==> src/rtl/rv_pkg.sv <==
// Shared RV32I definitions: opcode constants, the canonical NOP and the fetch FSM state type.
package rv_pkg;

  localparam int unsigned XLEN_DEFAULT = 32;

  localparam logic [6:0]  OPC_OP_IMM = 7'b0010011;
  localparam logic [6:0]  OPC_OP     = 7'b0110011;
  localparam logic [6:0]  OPC_LUI    = 7'b0110111;

  localparam logic [31:0] NOP_INSN   = 32'h0000_0013;

  typedef enum logic [1:0] {
    IDLE = 2'd0,
    REQ  = 2'd1,
    WAIT = 2'd2
  } fetch_state_e;

endpackage

==> src/rtl/imm_gen.sv <==
// Immediate generator: I-type and U-type immediates from a raw instruction word.
module imm_gen
  import rv_pkg::*;
(
  input  logic [31:0] ir,
  output logic [31:0] imm_i,
  output logic [31:0] imm_u
);

  always_comb begin
    imm_i = {{20{ir[31]}}, ir[31:20]};
    imm_u = {ir[31:12], 12'b0};
  end

endmodule

==> src/rtl/instr_fetch_unit.sv <==
// Instruction-fetch responder: owns PC/IR, runs the imem req/gnt/rvalid handshake
// with a WAIT timeout, and exposes decoded instruction fields to the control unit.
module instr_fetch_unit
  import rv_pkg::*;
#(
  parameter int unsigned XLEN     = 32,
  parameter logic [31:0] RESET_PC = 32'h0000_0000,
  parameter int unsigned TIMEOUT  = 15
) (
  input  logic            clk,
  input  logic            rst_n,
  input  logic            fetch_req,
  output logic            busy,
  output logic            fetch_done,
  output logic            fetch_err,
  output logic            imem_req,
  output logic [XLEN-1:0] imem_addr,
  input  logic            imem_gnt,
  input  logic            imem_rvalid,
  input  logic [XLEN-1:0] imem_rdata,
  output logic [XLEN-1:0] pc,
  output logic [XLEN-1:0] ir,
  output logic [6:0]      opcode,
  output logic [2:0]      funct3,
  output logic [6:0]      funct7,
  output logic [4:0]      rd,
  output logic [4:0]      rs1,
  output logic [4:0]      rs2,
  output logic [XLEN-1:0] imm_i,
  output logic [XLEN-1:0] imm_u
);

  localparam int unsigned CNT_W    = $clog2(TIMEOUT + 1);
  localparam logic [CNT_W-1:0] CNT_LAST = CNT_W'(TIMEOUT - 1);

  fetch_state_e     state_q, state_d;
  logic [XLEN-1:0]  pc_q, pc_d;
  logic [XLEN-1:0]  ir_q, ir_d;
  logic [CNT_W-1:0] cnt_q, cnt_d;
  logic             done_q, done_d;
  logic             err_q, err_d;

  // State and data registers
  always_ff @(posedge clk or negedge rst_n) begin
    if (!rst_n) begin
      state_q <= IDLE;
      pc_q    <= RESET_PC;
      ir_q    <= NOP_INSN;
      cnt_q   <= '0;
      done_q  <= 1'b0;
      err_q   <= 1'b0;
    end else begin
      state_q <= state_d;
      pc_q    <= pc_d;
      ir_q    <= ir_d;
      cnt_q   <= cnt_d;
      done_q  <= done_d;
      err_q   <= err_d;
    end
  end

  // Next-state logic; rvalid only matters in WAIT, so late responses fall on the floor
  always_comb begin
    state_d = state_q;
    pc_d    = pc_q;
    ir_d    = ir_q;
    cnt_d   = cnt_q;
    done_d  = 1'b0;
    err_d   = 1'b0;
    case (state_q)
      IDLE: begin
        if (fetch_req) state_d = REQ;
      end
      REQ: begin
        if (imem_gnt) begin
          state_d = WAIT;
          cnt_d   = '0;
        end
      end
      WAIT: begin
        if (imem_rvalid) begin
          ir_d    = imem_rdata;
          pc_d    = pc_q + XLEN'(4);
          done_d  = 1'b1;
          state_d = IDLE;
        end else if (cnt_q == CNT_LAST) begin
          err_d   = 1'b1;
          state_d = IDLE;
        end else begin
          cnt_d   = cnt_q + CNT_W'(1);
        end
      end
      default: state_d = IDLE;
    endcase
  end

  assign busy       = (state_q != IDLE);
  assign imem_req   = (state_q == REQ);
  assign imem_addr  = pc_q;
  assign fetch_done = done_q;
  assign fetch_err  = err_q;
  assign pc         = pc_q;
  assign ir         = ir_q;

  assign opcode = ir_q[6:0];
  assign rd     = ir_q[11:7];
  assign funct3 = ir_q[14:12];
  assign rs1    = ir_q[19:15];
  assign rs2    = ir_q[24:20];
  assign funct7 = ir_q[31:25];

  imm_gen u_imm_gen (
    .ir    (ir_q),
    .imm_i (imm_i),
    .imm_u (imm_u)
  );

endmodule

==> config.mk <==
export PLATFORM = sky130hd
export DESIGN_NAME = instr_fetch_unit
export DESIGN_NICKNAME = d
export VERILOG_FILES = /design/src/rtl/rv_pkg.sv /design/src/rtl/imm_gen.sv /design/src/rtl/instr_fetch_unit.sv
export SDC_FILE = /design/constraint.sdc
export NUM_CORES = 1
export LEC_CHECK = 0
export CORE_MARGIN = 10
export CORE_UTILIZATION = 41
export CTS_CLUSTER_SIZE = 40
export DETAILED_ROUTE_END_ITERATION = 6
export GPL_TIMING_DRIVEN = 0
export PLACE_DENSITY = 0.94
export SYNTH_ARGS = -nofsm -noshare
export SYNTH_HDL_FRONTEND = slang
export SYNTH_HIERARCHICAL = 1
export SYNTH_SLANG_ARGS = --single-unit
export TNS_END_PERCENT = 20
==> constraint.sdc <==
create_clock -name clk -period 4.5 [get_ports clk]
set_input_delay 0.45 -clock clk [delete_from_list [all_inputs] [get_ports clk]]
set_output_delay 0.45 -clock clk [all_outputs]
set_load 0.005 [all_outputs]
# Yosys cells after proc, flatten, opt, wreduce, memory -nomap -nowiden

Index checks and enable logic that the tools add are counted.

Bitwise operators: 0
Equality and inequality tests: 8
Divide/modulo/power cells: 0
Reduce and logical (&&, ||, !) cells: 6
Add/sub/neg operators: 2
Shift-type cells: 0
Multiply operators: 0
Magnitude comparators: 0
Multiplexer cells: 14

Operators with widths:

| operator                                               | count |
|---|---|
| adder 32 x 3 -> 32 bit (second input constant)         | 1 |
| 2-to-1 mux 4 bit                                       | 3 |
| 2-to-1 mux 2 bit                                       | 4 |
| case mux 4 bit (2 select lines)                        | 1 |
| inequality test 2 bit (second input constant)          | 3 |
| case mux 2 bit (3 select lines)                        | 1 |
| 2-to-1 mux 1 bit                                       | 5 |
| adder 4 x 1 -> 4 bit (second input constant)           | 1 |
| equality test 4 bit (second input constant)            | 1 |
| AND reduction 4 bit                                    | 1 |
| nonzero test 2 bit                                     | 2 |
| inequality test 3 bit (second input constant)          | 1 |
| AND reduction 3 bit                                    | 1 |
| equality test 2 x 1 -> 1 bit (second input constant)   | 1 |
| equality test 2 bit (second input constant)            | 1 |
| logical NOT 2 bit                                      | 1 |
| inequality test 2 x 1 -> 1 bit (second input constant) | 1 |
| AND reduction 2 bit                                    | 1 |

Flip-flop bits (word level): 72
Bits in latches: 0
Memories kept: 0
ROM bits: 0
Input port bits: 37
RAM bits: 0
Logic and storage cells: 36

# Logic depth before layout (Yosys ltp)

Gate-level depths: netlist of run 1.

Depth after elaboration: 4
Mapped depth: 6
Mapped depth without buffers: 6

# Hierarchy

The synthesis of run 1 kept the hierarchy.

Modules (own cells, without submodules):

| module           | area an instance (um^2) | cells an instance | instances |
|---|---|---|---|
| instr_fetch_unit | 3,417.0                 | 354               | 1 |
| imm_gen          | 484.2                   | 65                | 1 |

# Worst setup path before layout of run 1

No wires, ideal clock.

Path kind: register -> register
From: register pc_q[2], in the netlist imem_addr[2]
To: register pc_q[18], in the netlist imem_addr[18]
Cell stages (with the launch flop): 6
Period minus slack after synthesis: 1,635 ps
Setup time: 125 ps
Data required time: 4,375 ps
Data arrival time: 1,510 ps
Path slack: 2,865 ps
Path through: dfrtp_1 -> ha_1 -> nand3_1 -> nor4_4 -> nand4_1 -> xnor2_1

Cells in the longest elaborated chain, start to end: 1

Ends and longest elaborated chain:

| what                   | RTL line               | source |
|---|---|---|
| start, declared        | instr_fetch_unit.sv:37 | `logic [XLEN-1:0] pc_q, pc_d;` |
| start signal, assigned | instr_fetch_unit.sv:54 | `pc_q <= pc_d;` |
| adder 32 x 3 -> 32 bit | instr_fetch_unit.sv:83 | `pc_d = pc_q + XLEN'(4);` |

Every way passes these cells.
A chain may end at the register's enable or synchronous reset.

# Worst setup path in the final report of run 1

From: register ir_q[31], in the netlist ir[31]
To: output port ir[31]

RTL lines:

| what                   | RTL line               | source |
|---|---|---|
| start, declared        | instr_fetch_unit.sv:38 | `logic [XLEN-1:0] ir_q, ir_d;` |
| start signal, assigned | instr_fetch_unit.sv:55 | `ir_q <= ir_d;` |
| end, declared          | instr_fetch_unit.sv:22 | `output logic [XLEN-1:0] ir,` |

No word-level cell between the ends.

==> results of run 1 <==
-- cell usage in the layout (no fill, tap or decap), types with 2 or more instances in the layout --
cell,Yosys,final
clkdlybuf4s50_1,0,215
buf_4,131,132
nand2_1,109,109
dfrtp_1,67,67
xnor2_1,25,25
nand3_1,19,19
conb_1,2,16
nand4_1,11,11
clkbuf_8,0,10
and3_1,7,7
nor2_1,6,6
xor2_1,6,6
clkbuf_1,4,5
and4_1,4,4
inv_1,3,3
buf_1,3,3
nor3_1,3,3
ha_1,3,3
dfstp_2,3,3
o21ai_0,2,2
clkinv_2,0,2
clkinv_4,0,2
-- state kept, by name, indices dropped and copies added (netlist names) --
name and count:
state_q 2, imem_addr 30, fetch_err 1, fetch_done 1
ir 32, cnt_q 4
-- per-layer routing --
| metal | vias up | wire length [um] |
|---|---|---|
| li1 | 1670 | - |
| met1 | 1632 | 4783 |
| met2 | 164 | 6836 |
| met3 | 12 | 1056 |
| met4 | 0 | 155 |
| met5 | - | 0 |
-- power breakdown --
| group | internal (uW) | total (uW) | leakage, uW | switching [uW] |
|---|---|---|---|---|
| registers | 808 | 1040 | 0.000915 | 227 |
| clock network | 215 | 452 | 0.0000893 | 237 |
| logic | 1470 | 2060 | 0.00209 | 592 |
-- cell type report --
| type | count | area (um2) | share of cell area (%) |
|---|---|---|---|
| plain buffers | 139 | 1015 | 15.73 |
| well taps | 129 | 161.4 | 2.502 |
| inverters | 4 | 15.01 | 0.2327 |
| flip-flops and latches | 70 | 1755 | 27.21 |
| clock buffers | 11 | 141.4 | 2.192 |
| clock inverters | 5 | 35.03 | 0.5431 |
| multi-input cells | 220 | 1169 | 18.11 |
| repair buffers | 216 | 2160 | 33.48 |
-- worst register-to-register path, cell delays in order, from the launching register on --
cell     delay [ps]
dfrtp_1         460
ha_1            220
nand3_1         170
nor4_4          610
nand4_1         210
xnor2_1         170
-- stage by stage --
| stage | cell area (um2) | setup slack [ps] | total power, uW | std cells | utilization (%) |
|---|---|---|---|---|---|
| after floorplan | 3954 | 2865 | 1797 | 433 | - |
| after global placement | 6277 | 713.4 | 3057 | 778 | 67.94 |
| after detailed placement | 6275 | 2263 | 3149 | 778 | 67.91 |
| after CTS | 6451 | 2131 | 3610 | 794 | 69.82 |
| after global routing | 6451 | 2060 | 3773 | 794 | 69.82 |
| final | 6451 | 2182 | 3545 | 794 | 69.82 |
-- how the worst max path moves through the flow --
stage / to / start / cells past startpoint
floorplan: imem_addr[18] / imem_addr[2] / 5
detailed placement: imem_addr[20] / imem_rvalid / 5
global route: ir[31] / ir[31] / 2
global placement: ir[21] / rst_n / 1
finish: ir[31] / ir[31] / 2
CTS: ir[31] / ir[31] / 2
-- cells by family after synthesis --
kind of cell             Yosys count  synth area share [%]
flip-flops                        70                 45.00
XOR/XNOR                          31                 6.960
other                              2                0.1925
AND/OR/NAND/NOR                  167                 19.98
adder cells (fa/ha/maj)            3                0.9623
multiplexers                       1                0.2566
buffers and inverters            143                 26.39
AO/OA/AOI/OAI                      2                0.2566
==> impl_metrics.env, run 1 <==
export IMPL_status="finished, final reports clean"
export IMPL_num_fill_cells=686
export IMPL_rsz0062_at_grt="no"
export IMPL_maxSlewHeadroom_pct=40.46
export IMPL_fp_coreArea_um2=9240
export IMPL_drive_above_1_share_pct=23.46
export IMPL_cts_tree="done"
export IMPL_cts_root_buf="clkbuf_8"
export IMPL_dp_hpwl_um=10620
export IMPL_r2r_cells=5
export IMPL_worst_pin_slew_ps=893.2
export IMPL_io_pins=233
export IMPL_clock_latency_ps=330
export IMPL_worstSetupEndpointType="primary output"
export IMPL_hold_path_class="in2async"
export IMPL_drt_drc_violations_left=0
export IMPL_ys_warn_count=6
export IMPL_grt_total_usage_pct=17.80
export IMPL_setup_viol=0
export IMPL_rrSetupSlack_ps=2550
export IMPL_finish_net_count=700
export IMPL_crit_arrival_ps=1870
export IMPL_hold_ws_ps=226.4
export IMPL_p_leak_uw=0.003094
export IMPL_ys_top_cells_by_area="dfrtp_1 (43%), buf_4 (25%), nand2_1 (10%)"
export IMPL_vdd_ir_drop_max_v=0.0002848
export IMPL_crit_path_top_delay_cell="dfrtp_1"
export IMPL_seq_area_frac_synth_pct=45.00
export IMPL_cts_sinks=70
export IMPL_grt_pass1_vias=3637
export IMPL_n_antenna_cell=0
export IMPL_synth_edf_count=0
export IMPL_grt_overflow=0
export IMPL_grt_antenna_before_repair=0
export IMPL_syn_area_um2=3901
export IMPL_via_per_inst=4.380
export IMPL_clk_pin_slew_worst_paths_ps=80
export IMPL_grt_pass1_wl_um=19950
export IMPL_yosysTopAreaCell="dfrtp_1"
export IMPL_use_met2_pct=32.94
export IMPL_route_vias_total=3478
export IMPL_drv_slew=0
export IMPL_synthTopCellsByCount="buf_4 (131), nand2_1 (109), dfrtp_1 (67), xnor2_1 (25), nand3_1 (19)"
export IMPL_syn_avg_cell_area_um2=9.311
export IMPL_grt_util_met3_pct=7.434
export IMPL_syn2layout_area_growth_pct=65.36
export IMPL_synth_seq_cells=70
export IMPL_rows=35
export IMPL_powerDensity_nw_per_um2=549.6
export IMPL_ant_nets=0
export IMPL_slowest_delay_ps=780
export IMPL_wl_um=12830
export IMPL_postCtsHoldBufs=0
export IMPL_startpoint_type="flop"
export IMPL_wire_per_inst_um=16.16
export IMPL_tns_ps=0
export IMPL_cts_htree_levels=3
export IMPL_post_cts_setup_buffers=0
export IMPL_synth_cell_type_count=29
export IMPL_cp_cell_sequence="buf_4 -> clkdlybuf4s50_1"
export IMPL_fin_crit_sh_pct=51.52
export IMPL_fin_worst_skew_ps=8.720
export IMPL_die_h_um=117.5
export IMPL_place_congestion=0.7800
export IMPL_drv_cap=0
export IMPL_cp_max_fo=25
export IMPL_fmax_mhz=431.3
export IMPL_crit_buf_inv=2
export IMPL_clock_path_buffers=2
export IMPL_required_ps=4050
export IMPL_synth_most_common_cell="buf_4"
export IMPL_yosysTopAreaCellShare_pct=42.98
export IMPL_cts_buffers=9
export IMPL_dieArea_um2=13820
export IMPL_busiest_layer="met2"
export IMPL_crit_family="flip-flops"
export IMPL_ys_flop_type="dfrtp_1"
export IMPL_cts_resized_gates=0
export IMPL_finalHoldViolCount=0
export IMPL_crit_type="reg2out"
export IMPL_drt_iter0_drc=160
export IMPL_r2r_start="imem_addr[2]"
export IMPL_timing_rr_end="imem_addr[20]"
export IMPL_post_route_min_period_ps=2318
export IMPL_firstDrtPassIters=4
export IMPL_initial_core_util_pct=42.22
export IMPL_netlist_instances=419
export IMPL_io_buffers=216
export IMPL_async_flop_share_pct=100.0
export IMPL_die_x_um=117.5
export IMPL_grt_util_met1_pct=18.15
export IMPL_grt_start_max_net_pins=71
Note: power is estimated with default switching activity, not from simulation.
==> run 2: changes to the inputs <==
CORE_UTILIZATION = 34   (was 41)
PLACE_DENSITY = 0.84   (was 0.94)
clock period = 1.9 ns   (was 4.5 ns; I/O delays follow)
==> run 2 against run 1 <==
  * The run now ends with hold timing left
  * Combinational power up 130%
  * Highest routed layer unchanged
  * Via count down 0.98%
  * Sequential power up 140%
  * Critical endpoint is now imm_i[24]
  * Largest cell class unchanged
  * Hold slack worse by 240 ps
  * Clock power rose to 3.7 times the previous value
==> impl_metrics.env, run 2 (same netlist as run 1, synthesis figures left out) <==
export IMPL_r2r_start="imem_addr[2]"
export IMPL_path_depth=2
export IMPL_crit_arrival_ps=1620
export IMPL_fmax_mhz=552.8
export IMPL_final_cell_mix="clkdlybuf4s50_1 (215), buf_4 (134), nand2_1 (109)"
export IMPL_grt_overflow=0
export IMPL_maxSlewHeadroom_pct=41.26
export IMPL_crit_buf_inv=2
export IMPL_hold_path_class="in2async"
export IMPL_n_antenna_cell=0
export IMPL_drt_met1_wl_um=4551
export IMPL_drt_iter0_drc=150
export IMPL_setup_worst_path_end="imm_i[24]"
export IMPL_firstDrtPassIters=4
export IMPL_crit_family="buffers and inverters"
export IMPL_drv_slew=0
export IMPL_cts_sinks=70
export IMPL_wire_per_inst_um=15.17
export IMPL_post_route_min_period_ps=1809
export IMPL_postLayoutSetupSlackWorst_ps=91.05
export IMPL_via_per_inst=4.252
export IMPL_powerDensity_nw_per_um2=1353
export IMPL_r2r_cells=6
export IMPL_p_leak_uw=0.003163
export IMPL_placed_area_um2=6292
export IMPL_cp_cell_sequence="buf_4 -> clkdlybuf4s50_1"
export IMPL_io_buffers=216
export IMPL_cts_root_buf="clkbuf_16"
export IMPL_timing_rr_end="imem_addr[30]"
export IMPL_die_x_um=127.1
export IMPL_final_cell_count_no_fill=810
export IMPL_initial_core_util_pct=34.46
export IMPL_highest_layer="met4"
export IMPL_syn2layout_area_growth_pct=69.40
export IMPL_met2_length_um=6305
export IMPL_die_h_um=127.1
export IMPL_required_ps=1710
export IMPL_clk_pin_slew_worst_paths_ps=60
export IMPL_violations="hold timing"
export IMPL_post_route_util_pct=58.38
export IMPL_finalHoldViolCount=9
export IMPL_rows=39
export IMPL_cts_htree_levels=3
export IMPL_startpoint="ir[31]"
export IMPL_grt_antenna_before_repair=0
export IMPL_finish_net_count=702
export IMPL_rrSetupSlack_ps=110
export IMPL_fin_crit_sh_pct=95.21
export IMPL_startpoint_type="flop"
export IMPL_fp_coreArea_um2=11320
export IMPL_dpl_cell_count=792
export IMPL_status="finished with violations"
export IMPL_dp_hpwl_um=10100
export IMPL_largest_reg_flops=32
export IMPL_place_congestion=0.8182
export IMPL_worst_pin_slew_ps=881.1
export IMPL_worstSetupEndpointType="primary output"
export IMPL_slowest_delay_ps=600
export IMPL_routed_wl_met3_um=1271
export IMPL_wl_um=12290
export IMPL_grt_start_max_net_pins=71
export IMPL_vdd_ir_drop_max_v=0.0009771
export IMPL_clock_latency_ps=320
export IMPL_hold_ws_ps=-15.03
export IMPL_drive_above_1_share_pct=23.99
export IMPL_fin_area_um2=6609
export IMPL_grt_total_usage_pct=14.15
export IMPL_grt_pass1_vias=3484
export IMPL_drv_cap=0
export IMPL_drt_drc_violations_left=0
export IMPL_clock_path_buffers=2
export IMPL_grt_pass1_wl_um=18690
export IMPL_io_pins=233
export IMPL_crit_path_top_delay_cell="dfrtp_2"
export IMPL_dp_slack_ps=-86.03
export IMPL_cts_tree="done"
export IMPL_crit_type="reg2out"
export IMPL_route_vias_total=3444
export IMPL_fin_worst_skew_ps=8.455
export IMPL_final_common_cell="clkdlybuf4s50_1"
export IMPL_setup_viol=0
export IMPL_ant_nets=0
export IMPL_cp_max_fo=25
export IMPL_dieArea_um2=16160
export IMPL_cts_buffers=9
## run 2: worst register-to-register path, delay by kind of cell (launching register included)
family	cells	cell delay [ps]
xor+xnor	1	160
fa+ha+maj	1	210
buf+inv	1	190
flops	1	480
simple gates	3	640
## run 2: through the flow
step,TNS [ps],power (uW)
finish,0,8942
floorplan,0,4256
global route,-50.27,9527
global placement,-109280,7237
detailed placement,-506.2,7414
CTS,0,9101
## run 2: worst min path at each step
stage | start | end | slack, ps | cells past startpoint
6_report | rst_n | ir[27] | -20 | 1
2_1_floorplan | rst_n | cnt_q[0] | -110 | 0
4_1_cts | rst_n | ir[27] | 30 | 1
3_3_place_gp | ir[4] | ir[4] | 460 | 2
3_5_place_dp | rst_n | ir[27] | 370 | 1
5_1_grt | rst_n | ir[23] | 70 | 1
## run 2: cell type report
| class | instances | area, um2 |
|---|---|---|
| clock buffers | 10 | 239.0 |
| flip-flops and latches | 70 | 1757 |
| inverters | 4 | 15.01 |
| fillers | 954 | 4712 |
| clock inverters | 6 | 61.31 |
| repair buffers | 218 | 2175 |
| plain buffers | 139 | 1015 |
| multi-input cells | 220 | 1169 |
| well taps | 143 | 178.9 |
## run 2: layer usage
metal	vias to the layer above	global-route usage (%)
li1	1672	-
met1	1611	14.62
met2	148	25.43
met3	13	6.079
met4	0	4.153
met5	-	0
## run 2: power breakdown
part	switching, uW	internal, uW
clock	615	1050
combinational	1350	3460
sequential	545	1920
total	2510	6430
## run 2: repair_timing
item | CTS | global route
gates resized for setup | 1 | 0
setup buffers | 0 | 2
setup endpoints to repair | 34 | 10
gates cloned | 0 | 0
hold buffers | 0 | 0
pin swaps | 1 | 1
